==> config.mk <==
export PLATFORM = sky130hd
export DESIGN_NAME = fifo_burst_writer
export DESIGN_NICKNAME = d
export VERILOG_FILES = /design/src/rtl/fifo_burst_writer.sv
export SDC_FILE = /design/constraint.sdc
export NUM_CORES = 1
export LEC_CHECK = 0
export ABC_AREA = 1
export BUFFER_PORTS_ARGS = -buffer_cell sky130_fd_sc_hd__buf_4
export CORE_UTILIZATION = 47
export CTS_BUF_LIST = sky130_fd_sc_hd__clkbuf_4
export CTS_CLUSTER_DIAMETER = 80
export DETAILED_ROUTE_END_ITERATION = 10
export GPL_TIMING_DRIVEN = 0
export PLACE_DENSITY = 0.8
export SYNTH_ARGS = -nofsm -noshare
export SYNTH_HDL_FRONTEND = slang
export SYNTH_SLANG_ARGS = --single-unit
==> constraint.sdc <==
create_clock -name wr_clk -period 2 [get_ports wr_clk]
set_input_delay 0.4 -clock wr_clk [delete_from_list [all_inputs] [get_ports wr_clk]]
set_output_delay 0.4 -clock wr_clk [all_outputs]
set_load 0.02 [all_outputs]
==> src/rtl/fifo_burst_writer.sv <==
// Write-side burst producer for the distributed FIFO controller (wr_clk domain).
// Define FIFO_BURST_WRITER_OREG_EN to register fifo_w_en/fifo_wdata (one extra cycle, one extra entry reserved).
module fifo_burst_writer #(
  parameter int DEPTH      = 9,
  parameter int DATA_WIDTH = 16,
  parameter int BURST_LEN  = 16
) (
  input  logic                  wr_clk,
  input  logic                  wrst,
  input  logic                  s_valid,
  output logic                  s_ready,
  input  logic [DATA_WIDTH-1:0] s_data,
  input  logic                  s_last,
  output logic                  fifo_w_en,
  output logic [DATA_WIDTH-1:0] fifo_wdata,
  input  logic                  fifo_wfull,
  input  logic [DEPTH:0]        fifo_wr_water_level,
  output logic                  burst_done,
  output logic [15:0]           burst_cnt,
  output logic                  overflow_err
);

  localparam int CW = $clog2(BURST_LEN) + 1;
`ifdef FIFO_BURST_WRITER_OREG_EN
  localparam int NEED = BURST_LEN + 1;
`else
  localparam int NEED = BURST_LEN;
`endif
  localparam logic [DEPTH+1:0] CAPACITY = (DEPTH+2)'(1) << DEPTH;
  localparam logic [DEPTH+1:0] NEED_V   = (DEPTH+2)'(NEED);
  localparam logic [CW-1:0]    LAST_IDX = CW'(BURST_LEN - 1);

  typedef enum logic {IDLE, BURST} state_t;

  state_t          state;
  logic [CW-1:0]   beat_cnt;
  logic [DEPTH+1:0] free;
  logic            room;
  logic            accept;
  logic            burst_end;

  // The level lags reads, so this test only ever underestimates the real room.
  assign free      = CAPACITY - {1'b0, fifo_wr_water_level};
  assign room      = (free >= NEED_V);
  assign s_ready   = (state == BURST) && !fifo_wfull;
  assign accept    = s_valid && s_ready;
  assign burst_end = accept && (s_last || (beat_cnt == LAST_IDX));

`ifdef FIFO_BURST_WRITER_OREG_EN
  always_ff @(posedge wr_clk or posedge wrst) begin
    if (wrst) begin
      fifo_w_en  <= 1'b0;
      fifo_wdata <= '0;
    end else begin
      fifo_w_en  <= accept;
      fifo_wdata <= accept ? s_data : '0;
    end
  end
`else
  // Data is forced to zero off-beat so the bus reads 0 whenever no write is issued.
  assign fifo_w_en  = accept;
  assign fifo_wdata = accept ? s_data : '0;
`endif

  // NOTE: all state uses non-blocking assignments so every register samples pre-edge values.
  always_ff @(posedge wr_clk or posedge wrst) begin
    if (wrst) begin
      state        <= IDLE;
      beat_cnt     <= '0;
      burst_done   <= 1'b0;
      burst_cnt    <= '0;
      overflow_err <= 1'b0;
    end else begin
      burst_done <= 1'b0;
      case (state)
        IDLE: begin
          if (s_valid && room) begin
            state    <= BURST;
            beat_cnt <= '0;
          end
        end
        BURST: begin
          if (accept) beat_cnt <= beat_cnt + CW'(1);
          if (burst_end) begin
            state      <= IDLE;
            burst_done <= 1'b1;
            burst_cnt  <= burst_cnt + 16'd1;
          end
          // Full during an admitted burst means admission was wrong somewhere.
          if (s_valid && fifo_wfull) overflow_err <= 1'b1;
        end
        default: state <= IDLE;
      endcase
`ifdef FIFO_BURST_WRITER_OREG_EN
      if (fifo_wfull && fifo_w_en) overflow_err <= 1'b1;
`endif
    end
  end

endmodule

==> flow_summary.yaml, run 1 <==
sta:
  finalMaxSlewViolations: 0
  rsz0062_at_grt: "false"
  min_period_over_period_pct: 91.5
  relSlewSlack_pct: 42.3
  setup_ws_ns: 0.169
  fin_worst_skew_ns: 0.00926
  finalSetupViolCount: 0
  hold_viol: 0
  fmax_mhz: 546
  worst_pin_slew_ns: 0.865
  setup_tns_ns: 0
  fin_crit_ns: 1.83
pwr:
  comb_power_share_pct: 41.4
  seqPwrFrac_pct: 45.1
  total_power_mw: 1.50
  switching_share_pct: 39.8
  power.switching_mw: 0.599
  powerDensity_nw_per_um2: 728
  clockPowerShare_pct: 13.5
  vdd_drop_max_uv: 360
  leakage_nw: 1.19
  p_int_mw: 0.905
worst_setup_path:
  critPathLaunchType: "register"
  crit_slowest_cell: "dfrtp_1"
  crit_required_ns: 1.60
  slowest_delay_ns: 0.34
  crit_fanout: 10
  critical_path_class: "register to output pin"
  cp.arrival_ns: 1.43
  end_kind: "output pin"
  path_cells: "buf_2 -> nand3_4 -> clkbuf_2 -> nor2_1 -> buf_4"
clocking:
  cts_htree_levels: 1
  postCtsSetupRepairBufs: 0
  cts.repair.resized: 0
  clkSlewWorstSetupHoldPaths_ns: 0.12
  root_buffer: "clkbuf_4"
  clk_path_buf_depth: 2
  tritoncts: "done"
  clock_sinks: 24
  cts-buffers-inserted: 3
  postCtsHoldBufs: 0
  clk_latency_ns: 0.31
worst_hold_path:
  min_path_type: "input pin to async pin"
floorplan:
  num_rows: 20
  initial_utilization_pct: 49.3
  fp.dieW_um: 58.3
  io_pins: 67
  core-area_sq_um: 3030
  die-area_sq_um: 3400
  die_h_um: 58.3
synth:
  synth.area.top_cells: "dfrtp_1 40%, nand2_1 16%, inv_1 9.8%"
  synthTopCellsByCount: "63 x nand2_1, 39 x inv_1, 36 x nor2_1, 24 x dfrtp_1, 13 x nand3_1"
  syn_inst: 215
  synth_top_area_share_pct: 40.3
  synth_edf_count: 0
  syn_area_sq_um: 1490
  synth_area_per_cell_sq_um: 6.94
  synth_nets: 249
  ys_ff_latch: 24
  yosys.area.top_type: "dfrtp_1"
  yosys_warnings: 0
  yosysMostFrequentCell: "nand2_1"
  ys.flop_type: "dfrtp_1"
  async_reset_ff_share_pct: 100
  ys_types: 22
  seq_area_frac_synth_pct: 40.3
flow_run:
  max_cap_violations: 0
layout:
  stdcell_area_sq_um: 2070
  final_nets: 320
  fillCellCount: 272
  diodes: 0
  syn_to_final_growth_pct: 38.5
  post-route-util_pct: 68.2
  drive_above_1_share_pct: 27.5
placed_design:
  hpwl_um: 2580
  placed_cell_area_sq_um: 2040
  pre_cts_slack_ns: 0.314
  io_buffers: 66
  gp_congestion: 0.840
global_routing:
  grt_antenna_before_repair: 0
  grt.total_usage_pct: 20.7
  grt_pass1_wl_um: 5560
  grt_pass1_vias: 1383
  grt_remaining_overflow: 0
  grt_max_degree: 25
routing:
  viasPerCell: 4.71
  drc: 0
  drt-wirelength-per-cell_um: 9.76
  drt-pass1-iter-count: 4
  antenna_left: 0
  dr.first_iter.drc_count: 86
  vias: 1546
  routed_wl_um: 3200
outcome:
  outcome: "finished, final reports clean"
-- state kept, by name (all words and copies together), names as in the netlist --
register      flops
burst_done        1
beat_cnt          5
burst_cnt        16
state             1
overflow_err      1
-- layer usage --
layer	part of all wire (%)	vias up	global-route usage (%)
li1	-	793	-
met1	45	700	25.6
met2	49	47	37.3
met3	5.3	6	4.40
met4	1.3	0	4.08
met5	0	-	0
-- cell type report --
type	count	area, sq um	area share, %
timing repair buffer	66	495	24.0
tap	44	55.1	2.67
sequential	24	601	29.1
buffer	4	22.5	1.09
multi-input combinational	148	723	35.0
clock buffer	3	22.5	1.09
inverter	39	146	7.09
-- worst paths after layout --
kind	startpoint	end	slack [ns]	cells past startpoint
worst max-delay path	state	fifo_wdata[10]	0.17	5
worst min-delay path	wrst	burst_done	0.26	2
worst max register to register	beat_cnt[0]	burst_cnt[10]	0.28	9
worst min register to register	overflow_err	overflow_err	0.48	1
max in group asynchronous	wrst	burst_cnt[8]	1.21	2
min in group wr_clk	fifo_wfull	overflow_err	0.34	2
-- layout by cell type (no fill, tap or decap), drive strengths merged --
cell / n
a31o: 1
xor2: 7
a21oi: 2
nand3: 14
clkbuf: 4
inv: 39
xnor2: 4
nor2: 37
buf: 69
nand2: 63
and2: 2
nand4: 6
ha: 3
dfrtp: 24
o21ai: 4
nand3b: 1
nor3: 4
-- power by group through the flow --
stage	logic (mW)	clock network [mW]	registers (mW)
global route	0.695	0.230	0.696
detailed placement	0.629	0	0.688
floorplan	0.316	0	0.733
global placement	0.615	0	0.685
finish	0.623	0.203	0.679
CTS	0.632	0.208	0.678
-- worst max-delay path: cells and delay by family (launching register included) --
kind | cells | cell delay [ns]
buf+inv | 3 | 0.54
flops | 1 | 0.34
simple gates | 2 | 0.24
-- logic make-up (layout without fill, tap and decap cells) --
family                   after synthesis  after routing  share of synthesized area, %
AO/OA/AOI/OAI                          7              7                          2.60
XOR/XNOR                              11             11                          6.46
adder cells (fa/ha/maj)                3              3                          2.52
buffers and inverters                 43            112                          11.2
flip-flops                            24             24                          40.3
AND/OR/NAND/NOR                      127            127                          36.9
-- per-stage QoR --
| stage | cells | hold WS, ns |
|---|---|---|
| detailed placement | 325 | 0.455 |
| global placement | 325 | 0.456 |
| finish | 328 | 0.258 |
| floorplan | 215 | 0.415 |
| CTS | 328 | 0.304 |
| global route | 328 | 0.323 |
(Power assumes the default switching activity.)
==> run 2, diff against run 1 <==
--- a/config.mk
+++ b/config.mk
@@ -7,12 +7,13 @@
 export LEC_CHECK = 0
 export ABC_AREA = 1
 export BUFFER_PORTS_ARGS = -buffer_cell sky130_fd_sc_hd__buf_4
-export CORE_UTILIZATION = 47
+export CORE_ASPECT_RATIO = 0.6
+export CORE_UTILIZATION = 45
 export CTS_BUF_LIST = sky130_fd_sc_hd__clkbuf_4
 export CTS_CLUSTER_DIAMETER = 80
 export DETAILED_ROUTE_END_ITERATION = 10
 export GPL_TIMING_DRIVEN = 0
-export PLACE_DENSITY = 0.8
+export PLACE_DENSITY = 0.77
 export SYNTH_ARGS = -nofsm -noshare
 export SYNTH_HDL_FRONTEND = slang
 export SYNTH_SLANG_ARGS = --single-unit
==> run 2 against run 1 <==
Net effect: combinational power increased by 3%; clock skew decreased by 0.0069 ns; design area increased by 0.67%; final cell count unchanged; hold slack got worse by 0.0062 ns; power increased by 2.9%; clock power increased by 9%; maximum frequency decreased by 1.2%.
==> flow_summary.yaml, run 2 (synthesis gave the netlist of run 1 again) <==
layout:
  largest_register: "burst_cnt"
  diodes: 0
  largest_reg_flops: 16
  final-seq-area_sq_um: 601
  syn_to_final_growth_pct: 39.4
  layout_commonest_cell: "buf_4"
  drive_above_1_share_pct: 27.6
  final_nets: 321
  fillCellCount: 251
  multi_input_area_sq_um: 723
  layout_common_cells: "69 x buf_4, 63 x nand2_1, 39 x inv_1"
  top_regs: "burst_cnt (16), beat_cnt (5)"
  stdcell_count: 328
placed_design:
  gp_congestion: 0.828
  io_buffers: 66
  hpwl_um: 3000
  numPlacedInstances: 323
clocking:
  clkSlewWorstSetupHoldPaths_ns: 0.13
  clock_sinks: 24
  cts-buffers-inserted: 3
  cts_htree_levels: 1
  tritoncts: "done"
  root_buffer: "clkbuf_4"
  clk_path_buf_depth: 2
  clk_latency_ns: 0.32
worst_setup_path:
  crit_start: "state"
  r2r_start: "beat_cnt[0]"
  critPathLaunchType: "register"
  rrSetupSlack_ns: 0.24
  end_kind: "output pin"
  r2r.worst_path.cells: 9
  rr_endpoint: "burst_cnt[10]"
  slowest_delay_ns: 0.34
  crit_slowest_cell: "dfrtp_1"
  cp.arrival_ns: 1.45
  crit_required_ns: 1.60
  critical_path_class: "register to output pin"
  crit_fanout: 10
  path_cells: "buf_2 -> nand3_4 -> clkbuf_4 -> nor2_1 -> buf_4"
sta:
  finalSetupViolCount: 0
  finalMaxSlewViolations: 0
  fin_worst_skew_ns: 0.00237
  fmax_mhz: 540
  relSlewSlack_pct: 40.5
  min_period_over_period_pct: 92.7
  worst_pin_slew_ns: 0.891
  setup_tns_ns: 0
  rsz0062_at_grt: "false"
  fin_crit_ns: 1.85
  hold_viol: 0
routing:
  drt-pass1-iter-count: 4
  dr.first_iter.drc_count: 97
  viasPerCell: 4.73
  routed_wl_um: 3780
  drt-wirelength-per-cell_um: 11.5
  drc: 0
  vias: 1550
  antenna_left: 0
flow_run:
  max_cap_violations: 0
global_routing:
  grt_pass1_vias: 1332
  grt_remaining_overflow: 0
  grt_antenna_before_repair: 0
  grt.total_usage_pct: 23.0
  grt_max_degree: 25
  grt_pass1_wl_um: 6150
floorplan:
  fp.dieW_um: 76.3
  core-area_sq_um: 3000
  die_h_um: 46.6
  die-area_sq_um: 3560
  io_pins: 67
  num_rows: 15
  initial_utilization_pct: 49.7
pwr:
  vdd_drop_max_uv: 366
  powerDensity_nw_per_um2: 745
  leakage_nw: 1.20
worst_hold_path:
  min_path_type: "input pin to async pin"
outcome:
  outcome: "finished, final reports clean"
[run 2: cell count changes in the layout (fill, tap and decap cells not counted), sizes merged]
cell | before | now
clkinv | 0 | 1
buf | 69 | 70
[run 2: per-layer routing]
metal  global-route usage (%)  vias to the layer above  part of all wire, %
li1                         -                      793                    -
met1                     33.3                      685                   50
met2                     34.6                       67                   41
met3                     4.95                        5                  8.1
met4                     6.92                        0                  1.1
met5                        0                        -                    0
[run 2: how the worst max path moves through the flow]
stage                endpoint  slack, ns  cells after the start
2_1_floorplan    burst_cnt[0]       0.47                      8
3_3_place_gp    fifo_wdata[6]       0.26                      6
3_5_place_dp    fifo_wdata[6]       0.24                      6
4_1_cts        fifo_wdata[15]       0.03                      5
5_1_grt         fifo_wdata[1]       0.04                      5
6_report       fifo_wdata[15]       0.15                      5
[run 2: cell type report]
cell class                      count  share of cell area, %
Multi-Input combinational cell    148                   34.8
Sequential cell                    24                   28.9
Timing Repair Buffer               68                   24.5
Inverter                           39                   7.04
Tap cell                           42                   2.53
Clock buffer                        3                   1.08
Buffer                              3                  0.963
Clock inverter                      1                  0.181
[run 2: power breakdown]
group	switching [mW]	internal (mW)	total, mW
Sequential	0.111	0.576	0.687
Combinational	0.375	0.267	0.641
Clock	0.147	0.0733	0.221
Total	0.633	0.916	1.55
[run 2: critical path: cells and delay by family (launching register included)]
family,cells,cell delay (ns)
buffers and inverters,3,0.54
and+or+nand+nor,2,0.24
DFF,1,0.34
[run 2: metrics by stage]
| stage | hold slack, ns | util, % | area (sq um) | power (mW) | setup WS (ns) |
|---|---|---|---|---|---|
| after global routing | 0.323 | 69.3 | 2080 | 1.66 | 0.0418 |
| after detailed placement | 0.459 | 67.9 | 2040 | 1.32 | 0.237 |
| after global placement | 0.470 | 67.9 | 2040 | 1.31 | 0.259 |
| final | 0.251 | 69.3 | 2080 | 1.55 | 0.147 |
| after CTS | 0.292 | 68.7 | 2060 | 1.55 | 0.0259 |
| after floorplan | 0.415 | - | 1490 | 1.05 | 0.467 |
[run 2: what timing repair did]
| item | 4_1_cts | 5_1_grt |
|---|---|---|
| cloned | 0 | 0 |
| pin swaps | 0 | 1 |
| resized for setup | 0 | 1 |
| setup endpoints to repair | 4 | 7 |
| buffers inserted | 0 | 2 |
| hold buffers | 0 | 0 |
